`src/rtl/pipeline_ctrl_pkg.sv`:
```
// =============================================================================
// pipeline_ctrl_pkg : shared types and constants for the pipeline controller  (rev 1.0)
// =============================================================================
`default_nettype none

package pipeline_ctrl_pkg;

  typedef enum logic [0:0] {
    RUN     = 1'b0,
    MEMWAIT = 1'b1
  } state_e;

  localparam logic [4:0] REG_ZERO    = 5'd0;
  localparam int         DEF_CNT_W   = 32;
  localparam int         DEF_TIMEOUT = 1024;

endpackage

`default_nettype wire

```
`src/rtl/pipeline_ctrl_hazard_detect.sv`:
```
// =============================================================================
// hazard_detect : combinational load-use detector between ID and EX  (rev 1.0)
// =============================================================================
`default_nettype none

module hazard_detect
  import pipeline_ctrl_pkg::*;
(
  input  logic       IDEX_MemRead_i,
  input  logic [4:0] IDEX_RDaddr_i,
  input  logic [4:0] IFID_RS1addr_i,
  input  logic [4:0] IFID_RS2addr_i,
  input  logic       IFID_UsesRS1_i,
  input  logic       IFID_UsesRS2_i,
  output logic       lu_o
);

  logic w_rs1_hit;
  logic w_rs2_hit;

  // x0 is hardwired to zero, so a load targeting it never creates a dependency
  assign w_rs1_hit = IFID_UsesRS1_i && (IFID_RS1addr_i == IDEX_RDaddr_i);
  assign w_rs2_hit = IFID_UsesRS2_i && (IFID_RS2addr_i == IDEX_RDaddr_i);
  assign lu_o      = IDEX_MemRead_i && (IDEX_RDaddr_i != REG_ZERO) && (w_rs1_hit || w_rs2_hit);

endmodule

`default_nettype wire

```
`src/rtl/pipeline_ctrl.sv`:
```
// =============================================================================
// pipeline_ctrl : stall/flush sequencer with perf counters and miss watchdog  (rev 1.0)
// =============================================================================
`default_nettype none

module pipeline_ctrl
  import pipeline_ctrl_pkg::*;
#(
  parameter int CNT_W   = DEF_CNT_W,
  parameter int TIMEOUT = DEF_TIMEOUT
) (
  input  logic             clk_i,
  input  logic             rst_i,
  input  logic             IDEX_MemRead_i,
  input  logic [4:0]       IDEX_RDaddr_i,
  input  logic [4:0]       IFID_RS1addr_i,
  input  logic [4:0]       IFID_RS2addr_i,
  input  logic             IFID_UsesRS1_i,
  input  logic             IFID_UsesRS2_i,
  input  logic             BranchTaken_i,
  input  logic             DcacheReq_i,
  input  logic             DcacheAck_i,
  output logic             PCWrite_o,
  output logic             IFIDStall_o,
  output logic             IFIDFlush_o,
  output logic             IDEXStall_o,
  output logic             IDEXBubble_o,
  output logic             EXMEMStall_o,
  output logic             MEMWBStall_o,
  output logic [CNT_W-1:0] stall_cnt_o,
  output logic [CNT_W-1:0] bubble_cnt_o,
  output logic [CNT_W-1:0] flush_cnt_o,
  output logic             err_o
);

  localparam int                WAIT_W    = $clog2(TIMEOUT + 1);
  localparam logic [WAIT_W-1:0] WAIT_MAX  = WAIT_W'(TIMEOUT);
  localparam logic [WAIT_W-1:0] WAIT_LAST = WAIT_W'(TIMEOUT - 1);
  localparam logic [WAIT_W-1:0] WAIT_ONE  = WAIT_W'(1);
  localparam logic [CNT_W-1:0]  CNT_MAX   = '1;
  localparam logic [CNT_W-1:0]  CNT_ONE   = CNT_W'(1);

  state_e            state_q;
  logic [WAIT_W-1:0] wait_q;
  logic [CNT_W-1:0]  stall_cnt_q;
  logic [CNT_W-1:0]  bubble_cnt_q;
  logic [CNT_W-1:0]  flush_cnt_q;
  logic              err_q;

  logic w_lu;
  logic w_miss;
  logic w_freeze;

  hazard_detect u_hazard_detect (
    .IDEX_MemRead_i (IDEX_MemRead_i),
    .IDEX_RDaddr_i  (IDEX_RDaddr_i),
    .IFID_RS1addr_i (IFID_RS1addr_i),
    .IFID_RS2addr_i (IFID_RS2addr_i),
    .IFID_UsesRS1_i (IFID_UsesRS1_i),
    .IFID_UsesRS2_i (IFID_UsesRS2_i),
    .lu_o           (w_lu)
  );

  assign w_miss   = DcacheReq_i && !DcacheAck_i;
  // Once waiting, only the ack matters: the request stays asserted by a frozen MEM stage
  assign w_freeze = ((state_q == RUN) && w_miss) || ((state_q == MEMWAIT) && !DcacheAck_i);

  always_comb begin
    PCWrite_o    = 1'b1;
    IFIDStall_o  = 1'b0;
    IFIDFlush_o  = 1'b0;
    IDEXStall_o  = 1'b0;
    IDEXBubble_o = 1'b0;
    EXMEMStall_o = 1'b0;
    MEMWBStall_o = 1'b0;
    if (rst_i) begin
      PCWrite_o    = 1'b0;
      IFIDFlush_o  = 1'b1;
      IDEXBubble_o = 1'b1;
    end else if (w_freeze) begin
      PCWrite_o    = 1'b0;
      IFIDStall_o  = 1'b1;
      IDEXStall_o  = 1'b1;
      EXMEMStall_o = 1'b1;
      MEMWBStall_o = 1'b1;
    end else if (w_lu) begin
      // Branch in ID waits for the forwarded operand, so no flush this cycle
      PCWrite_o    = 1'b0;
      IFIDStall_o  = 1'b1;
      IDEXBubble_o = 1'b1;
    end else if (BranchTaken_i) begin
      IFIDFlush_o  = 1'b1;
    end
  end

  always_ff @(posedge clk_i) begin
    if (rst_i) begin
      state_q      <= RUN;
      wait_q       <= '0;
      stall_cnt_q  <= '0;
      bubble_cnt_q <= '0;
      flush_cnt_q  <= '0;
      err_q        <= 1'b0;
    end else begin
      case (state_q)
        RUN: begin
          if (w_miss) begin
            state_q <= MEMWAIT;
            wait_q  <= '0;
          end
        end
        MEMWAIT: begin
          if (DcacheAck_i) begin
            state_q <= RUN;
          end else if (wait_q != WAIT_MAX) begin
            wait_q <= wait_q + WAIT_ONE;
            if (wait_q == WAIT_LAST) begin
              err_q <= 1'b1;
            end
          end
        end
        default: state_q <= RUN;
      endcase
      if (w_freeze && (stall_cnt_q != CNT_MAX)) begin
        stall_cnt_q <= stall_cnt_q + CNT_ONE;
      end
      if (IDEXBubble_o && (bubble_cnt_q != CNT_MAX)) begin
        bubble_cnt_q <= bubble_cnt_q + CNT_ONE;
      end
      if (IFIDFlush_o && (flush_cnt_q != CNT_MAX)) begin
        flush_cnt_q <= flush_cnt_q + CNT_ONE;
      end
    end
  end

  assign stall_cnt_o  = stall_cnt_q;
  assign bubble_cnt_o = bubble_cnt_q;
  assign flush_cnt_o  = flush_cnt_q;
  assign err_o        = err_q;

endmodule

`default_nettype wire

```
`config.mk`:
```
export PLATFORM = sky130hd
export DESIGN_NAME = pipeline_ctrl
export DESIGN_NICKNAME = d
export VERILOG_FILES = /design/src/rtl/pipeline_ctrl_pkg.sv /design/src/rtl/pipeline_ctrl_hazard_detect.sv /design/src/rtl/pipeline_ctrl.sv
export SDC_FILE = /design/constraint.sdc
export NUM_CORES = 1
export LEC_CHECK = 0
export CORE_MARGIN = 1.5
export CORE_UTILIZATION = 40
export DETAILED_ROUTE_END_ITERATION = 7
export GPL_ROUTABILITY_DRIVEN = 0
export HOLD_SLACK_MARGIN = 0.02
export PLACE_DENSITY = 0.66
export SYNTH_ARGS = -nofsm -noshare
export SYNTH_HDL_FRONTEND = slang
export SYNTH_SLANG_ARGS = --single-unit
```
`constraint.sdc`:
```
create_clock -name clk_i -period 8 [get_ports clk_i]
set_clock_uncertainty 0.2 [all_clocks]
set_input_delay 2.4 -clock clk_i [delete_from_list [all_inputs] [get_ports clk_i]]
set_output_delay 2.4 -clock clk_i [all_outputs]
set_load 0.05 [all_outputs]
```
After elaboration in Yosys (flattened, before gate mapping)
Cells that the tools add are included.
{"block": "classes", "add_sub_neg": 4, "n_eq_ne": 10, "bitwise": 2, "reduce_logical": 16, "muxes": 21}
{"operator": "32-bit by 1-bit adder with 32-bit output (second input constant)", "count": 3}
{"operator": "32-bit inequality test (second input constant)", "count": 3}
{"operator": "11-bit 2-to-1 mux", "count": 3}
{"operator": "11-bit one-hot mux with 2 select lines", "count": 1}
{"operator": "1-bit 2-to-1 mux", "count": 16}
{"operator": "11-bit by 1-bit adder with 11-bit output (second input constant)", "count": 1}
{"operator": "11-bit by 10-bit == test with 1-bit output (second input constant)", "count": 1}
{"operator": "11-bit inequality test (second input constant)", "count": 1}
{"operator": "5-bit == test", "count": 2}
{"operator": "1-bit logical AND", "count": 10}
{"operator": "5-bit nonzero test", "count": 1}
{"operator": "2-bit inequality test (second input constant)", "count": 2}
{"operator": "4-bit AND reduction", "count": 1}
{"operator": "3-bit AND reduction", "count": 1}
{"operator": "1-bit logical OR", "count": 2}
{"operator": "2-bit by 1-bit inequality test with 1-bit output (second input constant)", "count": 1}
{"operator": "1-bit inverter", "count": 2}
{"operator": "1-bit one-hot mux with 2 select lines", "count": 1}
{"operator": "1-bit logical NOT", "count": 1}
{"block": "totals", "register_bits": 109, "word_cells": 59, "out_inout_bits": 104, "inputBits": 23}

Logic depth before layout (Yosys ltp)
Gate-level depths: netlist (run 1).
{"block": "depth", "word_depth": 8, "depth_mapped": 9}

By module
A second synthesis (run 1) with hierarchy kept.
{"block": "unflattened", "cells_unflattened": 685, "area_unflattened_um2": 5718.0}
{"module": "pipeline_ctrl", "area_per_inst_um2": 5584.1, "instances": 1, "cells_each": 668, "seq_area_each_um2": 2182.1}
{"module": "hazard_detect", "area_per_inst_um2": 133.9, "instances": 1, "cells_each": 17, "seq_area_each_um2": 0.0}

Least setup slack after synthesis (run 1)
OpenSTA, ideal clock, no wires.
{"block": "synth_path", "path_type": "input to output", "from": "input rst_i", "to": "output IDEXStall_o", "stages": 6, "path_buffers": 5, "t_required_ps": 5400, "arrival_ps": 4271, "path_slack_ps": 1129, "path_cell_list": "clkbuf_1 -> buf_1 -> clkbuf_1 -> buf_1 -> nor2_1 -> buf_4"}
{"block": "synth_between", "elab_chain_cells": 1}
{"item": "from (decl)", "line": "pipeline_ctrl.sv:13", "source": "input logic rst_i,"}
{"item": "1-bit 2-to-1 mux"}
{"item": "to (decl)", "line": "pipeline_ctrl.sv:26", "source": "output logic IDEXStall_o,"}
Every way passes these cells.

Worst setup path after layout (run 1)
{"block": "layout_path", "from": "input IDEX_RDaddr_i[1]", "to": "output IDEXBubble_o"}
{"block": "layout_between", "elab_chain_cells": 7, "word_cells_on_any_way": 11, "classes_between": "2 x eq/ne; 3 x mux; 6 x reduce/logical"}
{"item": "from (decl)", "line": "pipeline_ctrl.sv:15", "source": "input logic [4:0] IDEX_RDaddr_i,"}
{"item": "5-bit == test, on equally long branches", "line": "pipeline_ctrl_hazard_detect.sv:22, pipeline_ctrl_hazard_detect.sv:23"}
{"item": "1-bit logical AND, on equally long branches", "line": "pipeline_ctrl_hazard_detect.sv:22, pipeline_ctrl_hazard_detect.sv:23"}
{"item": "1-bit logical OR", "line": "pipeline_ctrl_hazard_detect.sv:24", "source": "assign lu_o = IDEX_MemRead_i && (IDEX_RDaddr_i != REG_ZERO) && (w_rs1_hit || w_rs2_hit);"}
{"item": "1-bit logical AND *", "line": "pipeline_ctrl_hazard_detect.sv:24"}
{"item": "1-bit 2-to-1 mux *", "line": "pipeline_ctrl.sv:86", "source": "end else if (w_lu) begin"}
{"item": "1-bit 2-to-1 mux *", "line": "pipeline_ctrl.sv:80", "source": "end else if (w_freeze) begin"}
{"item": "1-bit 2-to-1 mux *", "line": "pipeline_ctrl.sv:76", "source": "if (rst_i) begin"}
{"item": "to (decl)", "line": "pipeline_ctrl.sv:27", "source": "output logic IDEXBubble_o,"}
Every way passes the cells marked *; elsewhere a longest branch is shown, timed or not.

==> summary.txt, run 1 <==
STA
  • Post-layout min period: 7.18 ns
  • Setup TNS: 0 ns
  • Final Hold Viols: 0
  • Max Clk Rate: 139 MHz
  • # setup viols final: 0
  • Slew HR: 0.241
  • Worst Tran Pin Value: 1.11 ns
  • WHS: 0.251 ns
  • RSZ-0062 raised after global routing: no
  • Crit share post-route: 0.897
  • Max Slew Vio Count: 0

Logic synthesis
  • Area contributors post-synth: dfxtp_1 (39%), nor2_1 (5.5%), a21oi_1 (4.9%)
  • Most frequent cells after synthesis: dfxtp_1 (109), nor2_1 (82), a21oi_1 (55), nand2_1 (45), nand4_1 (44)
  • Most frequent cell after synthesis: dfxtp_1
  • Top cell type's share of synthesized area: 0.387
  • Syn_nets: 721
  • YS warnings: 0
  • Top FF cell, synth: dfxtp_1
  • Cells after Synth: 693
  • Mapped Avg Cell Area: 8.13 µm²
  • Mapped cell area: 5640 µm²
  • Sequential share of the synthesized area: 0.387
  • Synth Register Bits: 109
  • Netlist cell types: 54
  • Synth area leader: dfxtp_1
  • Async S/R FF share, synth: 0
  • EDFF count, synth: 0

Clock tree
  • Post-CTS Setup Bufs: 0
  • H-tree level count: 3
  • Clk Latency, worst-skew pair: 0.36 ns
  • TritonCTS Buffers: 9
  • Clk buf depth: 2
  • Clock Sinks: 109
  • CTS resizes: 0
  • Hold-fix buffers, CTS: 0
  • CTS root buf: clkbuf_16
  • Clk slew on worst S/H paths: 0.07 ns
  • CTS tree: yes

Power
  • Maximum VDD drop: 0.000156 V
  • P_leak: 2.26 nW
  • Sequential share of power: 0.509
  • Combinational power share: 0.073
  • Clk pwr share: 0.418
  • Int Pwr: 0.816 mW
  • Total power: 1.08 mW
  • PD cells: 148 nW/µm²
  • Switching power: 0.262 mW
  • Net Sw Frac: 0.243

Routing
  • Iter 0 DRT Violations: 422
  • Via density: 5.72
  • DRT antenna net count: 0
  • DRT Pass-1 Iters: 5
  • Routed vias: 5636
  • Wire length per cell: 15.2 µm
  • Final wirelength: 15.0 mm
  • Drc violations: 0

Floorplan
  • DIE WIDTH: 122 µm
  • Core ar.: 13800 µm²
  • Row count: 43
  • Initial Utilization: 0.408
  • Die Y: 122 µm
  • Boundary pin count: 127
  • Die Area: 14800 µm²

Worst setup path
  • CP max stage delay: 0.56 ns
  • CP Data Required Time: 5.40 ns
  • WP data arrival: 4.58 ns
  • Cell family contributing the most delay on the critical path: buffers and inverters
  • Worst Setup Start Kind: input pin
  • Crit-path cells: clkdlybuf4s50_1, or4_1, o21a_1, and2_1, a21oi_1, buf_4, inv_1, buf_12
  • Slowest-stage cell, CP: or4_1
  • Crit Reg-Reg Startpoint: bubble_cnt_o[6]$_SDFFE_PP0P_
  • CP Class: input pin to primary output
  • Crit. Startpoint: IDEX_RDaddr_i[1]
  • Bufs and invs on worst path: 4
  • Crit end category: primary output
  • Largest fanout on the critical path: 16

Global route
  • Total grt overflow: 0
  • Largest net degree at the start of global routing: 63
  • Initial antenna violation count: 0
  • GR Util All Layers: 0.203
  • First-pass GRT wire length: 24.5 mm
  • Vias in the first global route: 5138

Finish
  • Area Overhead vs Synth: 29.6%
  • Final nets: 829
  • Number of antenna diodes: 0
  • Layout Cells excl Fill: 986
  • Fillcell total: 1319
  • Layout cells sized above 1: 0.0484
  • Final instance area: 7300 µm²

Worst hold path
  • Hold Crit Class: flip-flop to flip-flop
  • Worst hold start: err_o$_SDFFE_PP0P_

Run
  • Max cap viols: 0

Placement
  • Placed Area: 7010 µm²
  • Dpl hpwl: 10.8 mm
  • Placed Cells: 970
  • PortBufs: 126

Run status
  • Outcome: complete, no violations
[worst register-to-register path: cells and delay by family, from the launching register on]
family        cells  cell delay (ns)
flops             1             0.48
mux               1             0.35
simple gates      5             1.95
[placed cells by master (no fill, tap or decap), types with 9 or more instances in the layout]
master	count
a21oi_1	55
buf_4	9
nor2b_1	10
clkdlybuf4s50_1	121
o21ai_1	10
nand2_1	45
nand4_1	44
or4_1	23
or3_1	37
nor4_1	9
o31ai_1	16
nor3_1	12
nand3_1	37
nor2_1	82
clkbuf_16	9
inv_1	12
dfxtp_1	109
o21ai_0	25
and3_1	12
mux2_1	9
xor2_1	21
xnor2_1	25
[per-layer routing]
layer	global-route usage	vias to the layer above	part of all wire
met1	0.257	2693	0.45
met2	0.337	162	0.48
met4	0.0603	0	0.017
li1	-	2759	-
met5	0	-	0
met3	0.0576	22	0.051
[flip-flops by register name, summed over array words and instances (netlist names)]
name          flops
state_q           1
stall_cnt_o      32
wait_q           11
err_o             1
flush_cnt_o      32
bubble_cnt_o     32
[metrics by stage]
stage / utilization / setup slack, ns
after floorplan: - / 1.13
after global placement: 0.507 / 0.900
after detailed placement: 0.507 / 0.831
after CTS: 0.528 / 0.826
after global routing: 0.528 / 0.670
final: 0.528 / 0.824
[power groups by stage]
stage          Combinational [mW]  Clock [mW]  Sequential [mW]
2_1_floorplan              0.0424           0            0.567
3_3_place_gp               0.0768           0            0.561
3_5_place_dp               0.0787           0            0.561
4_1_cts                    0.0788       0.464            0.548
5_1_grt                    0.0848       0.483            0.549
6_report                   0.0784       0.451            0.549
[area by class of cell]
type / instances / area, µm² / share of cell area
repair buffers: 132 / 1320 / 0.181
clock buffers: 10 / 229 / 0.0313
clock inverters: 6 / 63.8 / 0.00874
flip-flops and latches: 109 / 2180 / 0.299
inverters: 12 / 45.0 / 0.00617
multi-input cells: 537 / 3240 / 0.444
well taps: 180 / 225 / 0.0308
[worst paths after layout]
check,end,slack [ns],cells after the start
setup / recovery,IDEXBubble_o,0.82,8
hold / removal,err_o$_SDFFE_PP0P_,0.25,2
setup reg to reg,bubble_cnt_o[12]$_SDFFE_PP0P_,4.91,6
hold reg to reg,err_o$_SDFFE_PP0P_,0.25,2
[cells by family (layout without fill, tap and decap cells)]
family / count (synthesis) / count (layout) / synth area share
DFF: 109 / 109 / 0.387
muxes: 14 / 14 / 0.0273
buffers and inverters: 47 / 160 / 0.0377
and+or+nand+nor: 340 / 340 / 0.326
AOI/OAI and AO/OA: 132 / 132 / 0.139
xor gates and xnor gates: 46 / 46 / 0.0715
adders and majority gates: 5 / 5 / 0.0111
Note: power is estimated with default switching activity, not from simulation.
==> run 2: changes to the inputs <==
- CORE_MARGIN: 1.5 -> 2
==> summary.txt, run 2 (synthesis results as in run 1) <==
Worst setup path
  • Crit end category: primary output
  • WP data arrival: 4.56 ns
  • CP Class: input pin to primary output
  • CP Data Required Time: 5.40 ns
  • Cell family contributing the most delay on the critical path: buffers and inverters
  • Crit path depth: 8
  • R2R cell count: 6
  • Slowest-stage cell, CP: or4_1
  • Largest fanout on the critical path: 16
  • CP max stage delay: 0.55 ns
  • Crit-path cells: clkdlybuf4s50_1, or4_1, o21a_1, and2_1, a21oi_1, buf_4, inv_1, buf_12
  • Worst Setup Start Kind: input pin
  • Bufs and invs on worst path: 4

STA
  • Max Slew Vio Count: 0
  • Max Clk Rate: 140 MHz
  • Crit share post-route: 0.895
  • RSZ-0062 raised after global routing: no
  • Final Hold Viols: 0
  • Final worst slack: 0.844 ns
  • WHS: 0.251 ns
  • Post-layout min period: 7.16 ns
  • Slew HR: 0.240
  • # setup viols final: 0
  • Setup TNS: 0 ns
  • Worst Tran Pin Value: 1.11 ns

Finish
  • Final instance area: 7290 µm²
  • Most common cell after layout, fill and taps aside: clkdlybuf4s50_1
  • Fillcell total: 1302
  • Most frequent cells in the layout: clkdlybuf4s50_1 (121), dfxtp_1 (109), nor2_1 (82)
  • Area Overhead vs Synth: 29.3%
  • Number of antenna diodes: 0
  • Final design utilization: 0.527
  • Layout cells sized above 1: 0.0496
  • Final nets: 829

Routing
  • Via density: 5.78
  • Wire length per cell: 15.2 µm
  • Drc violations: 0
  • DRT antenna net count: 0
  • DRT Pass-1 Iters: 5
  • Iter 0 DRT Violations: 436
  • Routed vias: 5695
  • Final wirelength: 15.0 mm

Run
  • Max cap viols: 0

Clock tree
  • Post-CTS Setup Bufs: 0
  • H-tree level count: 3
  • CTS resizes: 0
  • Clk slew on worst S/H paths: 0.07 ns
  • Clk Latency, worst-skew pair: 0.36 ns
  • Hold-fix buffers, CTS: 0
  • Clk buf depth: 2
  • TritonCTS Buffers: 9
  • Clock Sinks: 109
  • CTS tree: yes
  • CTS root buf: clkbuf_16

Floorplan
  • Initial Utilization: 0.408
  • Die Area: 15100 µm²
  • Core ar.: 13800 µm²
  • Boundary pin count: 127
  • DIE WIDTH: 123 µm
  • Die Y: 123 µm
  • Row count: 43

Global route
  • First-pass GRT wire length: 25.3 mm
  • GR Util All Layers: 0.206
  • Initial antenna violation count: 0
  • Largest net degree at the start of global routing: 44
  • Vias in the first global route: 5285
  • Total grt overflow: 0

Placement
  • Placed Area: 7010 µm²
  • Pre-CTS WS: 0.867 ns
  • PortBufs: 126
  • Dpl hpwl: 10.7 mm

Power
  • PD cells: 144 nW/µm²
  • P_leak: 2.26 nW
  • Maximum VDD drop: 0.000105 V

Run status
  • Outcome: complete, no violations

Worst hold path
  • Hold Path Stages: 2
  • Hold Crit Class: flip-flop to flip-flop
-- run 2: cell types whose count changed in the layout (fill, tap and decap cells not counted) --
cell,delta
bufinv_16,-1
clkbuf_1,-1
clkinv_2,+1
inv_6,+2
clkinvlp_4,-1
-- run 2: metrics by stage --
| stage | instances | power (mW) |
|---|---|---|
| 2_1_floorplan | 693 | 0.609 |
| 3_3_place_gp | 970 | 0.638 |
| 3_5_place_dp | 970 | 0.640 |
| 4_1_cts | 986 | 1.07 |
| 5_1_grt | 986 | 1.09 |
| 6_report | 986 | 1.05 |
-- run 2: worst register-to-register path, stage by stage (launching register included) --
cell     delay (ns)
dfxtp_1        0.50
nand3_1        0.22
or4_4          0.56
or3_1          0.45
nor2_1         0.56
nor4_1         0.19
mux2_1         0.34
-- run 2: layer usage --
metal	vias to the layer above	GRT usage	wire, µm
met5	-	0	0
met4	0	0.0582	193
met3	16	0.0590	840
met2	161	0.332	7120
met1	2739	0.268	6840
li1	2779	-	-
-- run 2: report_power, final --
part	switching, mW	internal (mW)
clock	0.211	0.212
sequential	0.00430	0.544
combinational	0.0491	0.0290
total	0.264	0.786
-- run 2: path summary, 6_finish.rpt --
| kind | startpoint | to | slack (ns) |
|---|---|---|---|
| worst min-delay path | err_o$_SDFFE_PP0P_ | err_o$_SDFFE_PP0P_ | 0.25 |
| worst max-delay path | IDEX_RDaddr_i[1] | IDEXBubble_o | 0.84 |
| worst max register to register | bubble_cnt_o[6]$_SDFFE_PP0P_ | bubble_cnt_o[12]$_SDFFE_PP0P_ | 4.85 |
| worst min register to register | err_o$_SDFFE_PP0P_ | err_o$_SDFFE_PP0P_ | 0.25 |
-- run 2: area by class of cell --
class | instances | area (µm²) | area share
Tap cell | 180 | 225 | 0.0309
Clock inverter | 7 | 48.8 | 0.00670
Sequential cell | 109 | 2180 | 0.300
Clock buffer | 9 | 225 | 0.0309
Inverter | 12 | 45.0 | 0.00618
Multi-Input combinational cell | 537 | 3240 | 0.445
Timing Repair Buffer | 132 | 1320 | 0.181
==> run 3: changes to the inputs <==
- CORE_UTILIZATION: 40 -> 45
- PLACE_DENSITY: 0.66 -> 0.73
==> summary.txt, run 3 (synthesis results as in run 1) <==
Run
  • Max cap viols: 0

Routing
  • Drc violations: 0
  • Wire length per cell: 15.1 µm
  • DRT antenna net count: 0
  • Final wirelength: 14.6 mm
  • DRT Pass-1 Iters: 5
  • Iter 0 DRT Violations: 352
  • Routed vias: 5649
  • Via density: 5.81

Clock tree
  • Clock Sinks: 109
  • CTS tree: yes
  • Hold-fix buffers, CTS: 0
  • TritonCTS Buffers: 9
  • Clk buf depth: 2
  • Clk Latency, worst-skew pair: 0.36 ns
  • CTS root buf: clkbuf_16
  • CTS resizes: 0
  • Clk slew on worst S/H paths: 0.07 ns
  • H-tree level count: 3
  • Post-CTS Setup Bufs: 0

Floorplan
  • Row count: 40
  • Core ar.: 12100 µm²
  • Die Y: 116 µm
  • Die Area: 13400 µm²
  • Initial Utilization: 0.465
  • DIE WIDTH: 116 µm
  • Boundary pin count: 127

Finish
  • Number of antenna diodes: 0
  • Register area: 2180 µm²
  • Area of the multi-input gates: 3240 µm²
  • Fillcell total: 1117
  • Most frequent cells in the layout: clkdlybuf4s50_1 (122), dfxtp_1 (109), nor2_1 (82)
  • Final nets: 828
  • Layout Cells excl Fill: 972
  • Most common cell after layout, fill and taps aside: clkdlybuf4s50_1
  • Layout cells sized above 1: 0.0460
  • Area Overhead vs Synth: 30.2%

Worst setup path
  • Crit end category: primary output
  • CP Data Required Time: 5.40 ns
  • CP Class: input pin to primary output
  • Worst Setup Start Kind: input pin
  • WP data arrival: 4.92 ns
  • Largest fanout on the critical path: 10

STA
  • Crit share post-route: 0.939
  • Final worst slack: 0.484 ns
  • Worst Tran Pin Value: 1.12 ns
  • Max Clk Rate: 133 MHz
  • # setup viols final: 0
  • Final Hold Viols: 0
  • Setup TNS: 0 ns
  • Slew HR: 0.233
  • Max Slew Vio Count: 0
  • RSZ-0062 raised after global routing: no
  • Post-layout min period: 7.52 ns

Global route
  • Largest net degree at the start of global routing: 68
  • Total grt overflow: 0
  • Vias in the first global route: 5262
  • First-pass GRT wire length: 24.5 mm
  • GR Util All Layers: 0.222
  • Initial antenna violation count: 0

Placement
  • PortBufs: 126
  • Dpl hpwl: 10.3 mm
  • Placed Cells: 957
  • Pre-CTS WS: 0.517 ns

Power
  • Maximum VDD drop: 0.000126 V
  • P_leak: 2.29 nW
  • PD cells: 156 nW/µm²

Run status
  • Outcome: complete, no violations

Worst hold path
  • Hold Crit Class: flip-flop to flip-flop
[run 3: changes by cell type in the layout (fill, tap and decap cells not counted), sizes merged]
cell           previous run  this run
bufinv                    0         3
clkinv                    4         1
buf                      11         9
clkbuf                    9        10
clkdlybuf4s50           121       122
clkinvlp                  1         0
inv                      14        13
[run 3: final timing paths]
kind	start	end	slack [ns]	cells after the start
setup reg to reg	bubble_cnt_o[6]$_SDFFE_PP0P_	bubble_cnt_o[12]$_SDFFE_PP0P_	4.95	6
hold reg to reg	err_o$_SDFFE_PP0P_	err_o$_SDFFE_PP0P_	0.25	2
setup / recovery	IDEX_RDaddr_i[1]	PCWrite_o	0.48	7
hold / removal	err_o$_SDFFE_PP0P_	err_o$_SDFFE_PP0P_	0.25	2
[run 3: worst max-delay path, stage by stage]
cell and delay (ns):
clkdlybuf4s50_1 0.48, or4_1 0.56, o21a_1 0.30, nand2_1 0.17, nand2_1 0.07, nor2_1 0.08
clkdlybuf4s50_1 0.85
[run 3: final cells by class]
type                       instances  share of cell area
clock buffer                      10              0.0326
timing repair buffer             131               0.179
inverter                          12             0.00614
sequential                       109               0.297
clock inverter                     5              0.0147
tap                              168              0.0286
multi-input combinational        537               0.442
[run 3: per-layer routing]
metal | vias up | share of wire | global-route usage
li1 | 2762 | - | -
met1 | 2707 | 0.44 | 0.275
met2 | 167 | 0.49 | 0.386
met3 | 13 | 0.059 | 0.0601
met4 | 0 | 0.0091 | 0.0524
met5 | - | 0 | 0
[run 3: through the flow]
stage | cell area (µm²) | hold WS (ns) | util | total power [mW]
floorplan | 5640 | 0.263 | - | 0.609
global route | 7340 | 0.276 | 0.606 | 1.18
global placement | 6990 | 0.244 | 0.577 | 0.638
finish | 7340 | 0.251 | 0.606 | 1.15
detailed placement | 6990 | 0.242 | 0.577 | 0.639
CTS | 7340 | 0.253 | 0.606 | 1.16
[run 3: power by group]
part / total (mW) / internal (mW) / switching, mW
clock: 0.520 / 0.315 / 0.205
combinational: 0.0781 / 0.0288 / 0.0493
sequential: 0.548 / 0.544 / 0.00398
total: 1.15 / 0.888 / 0.259
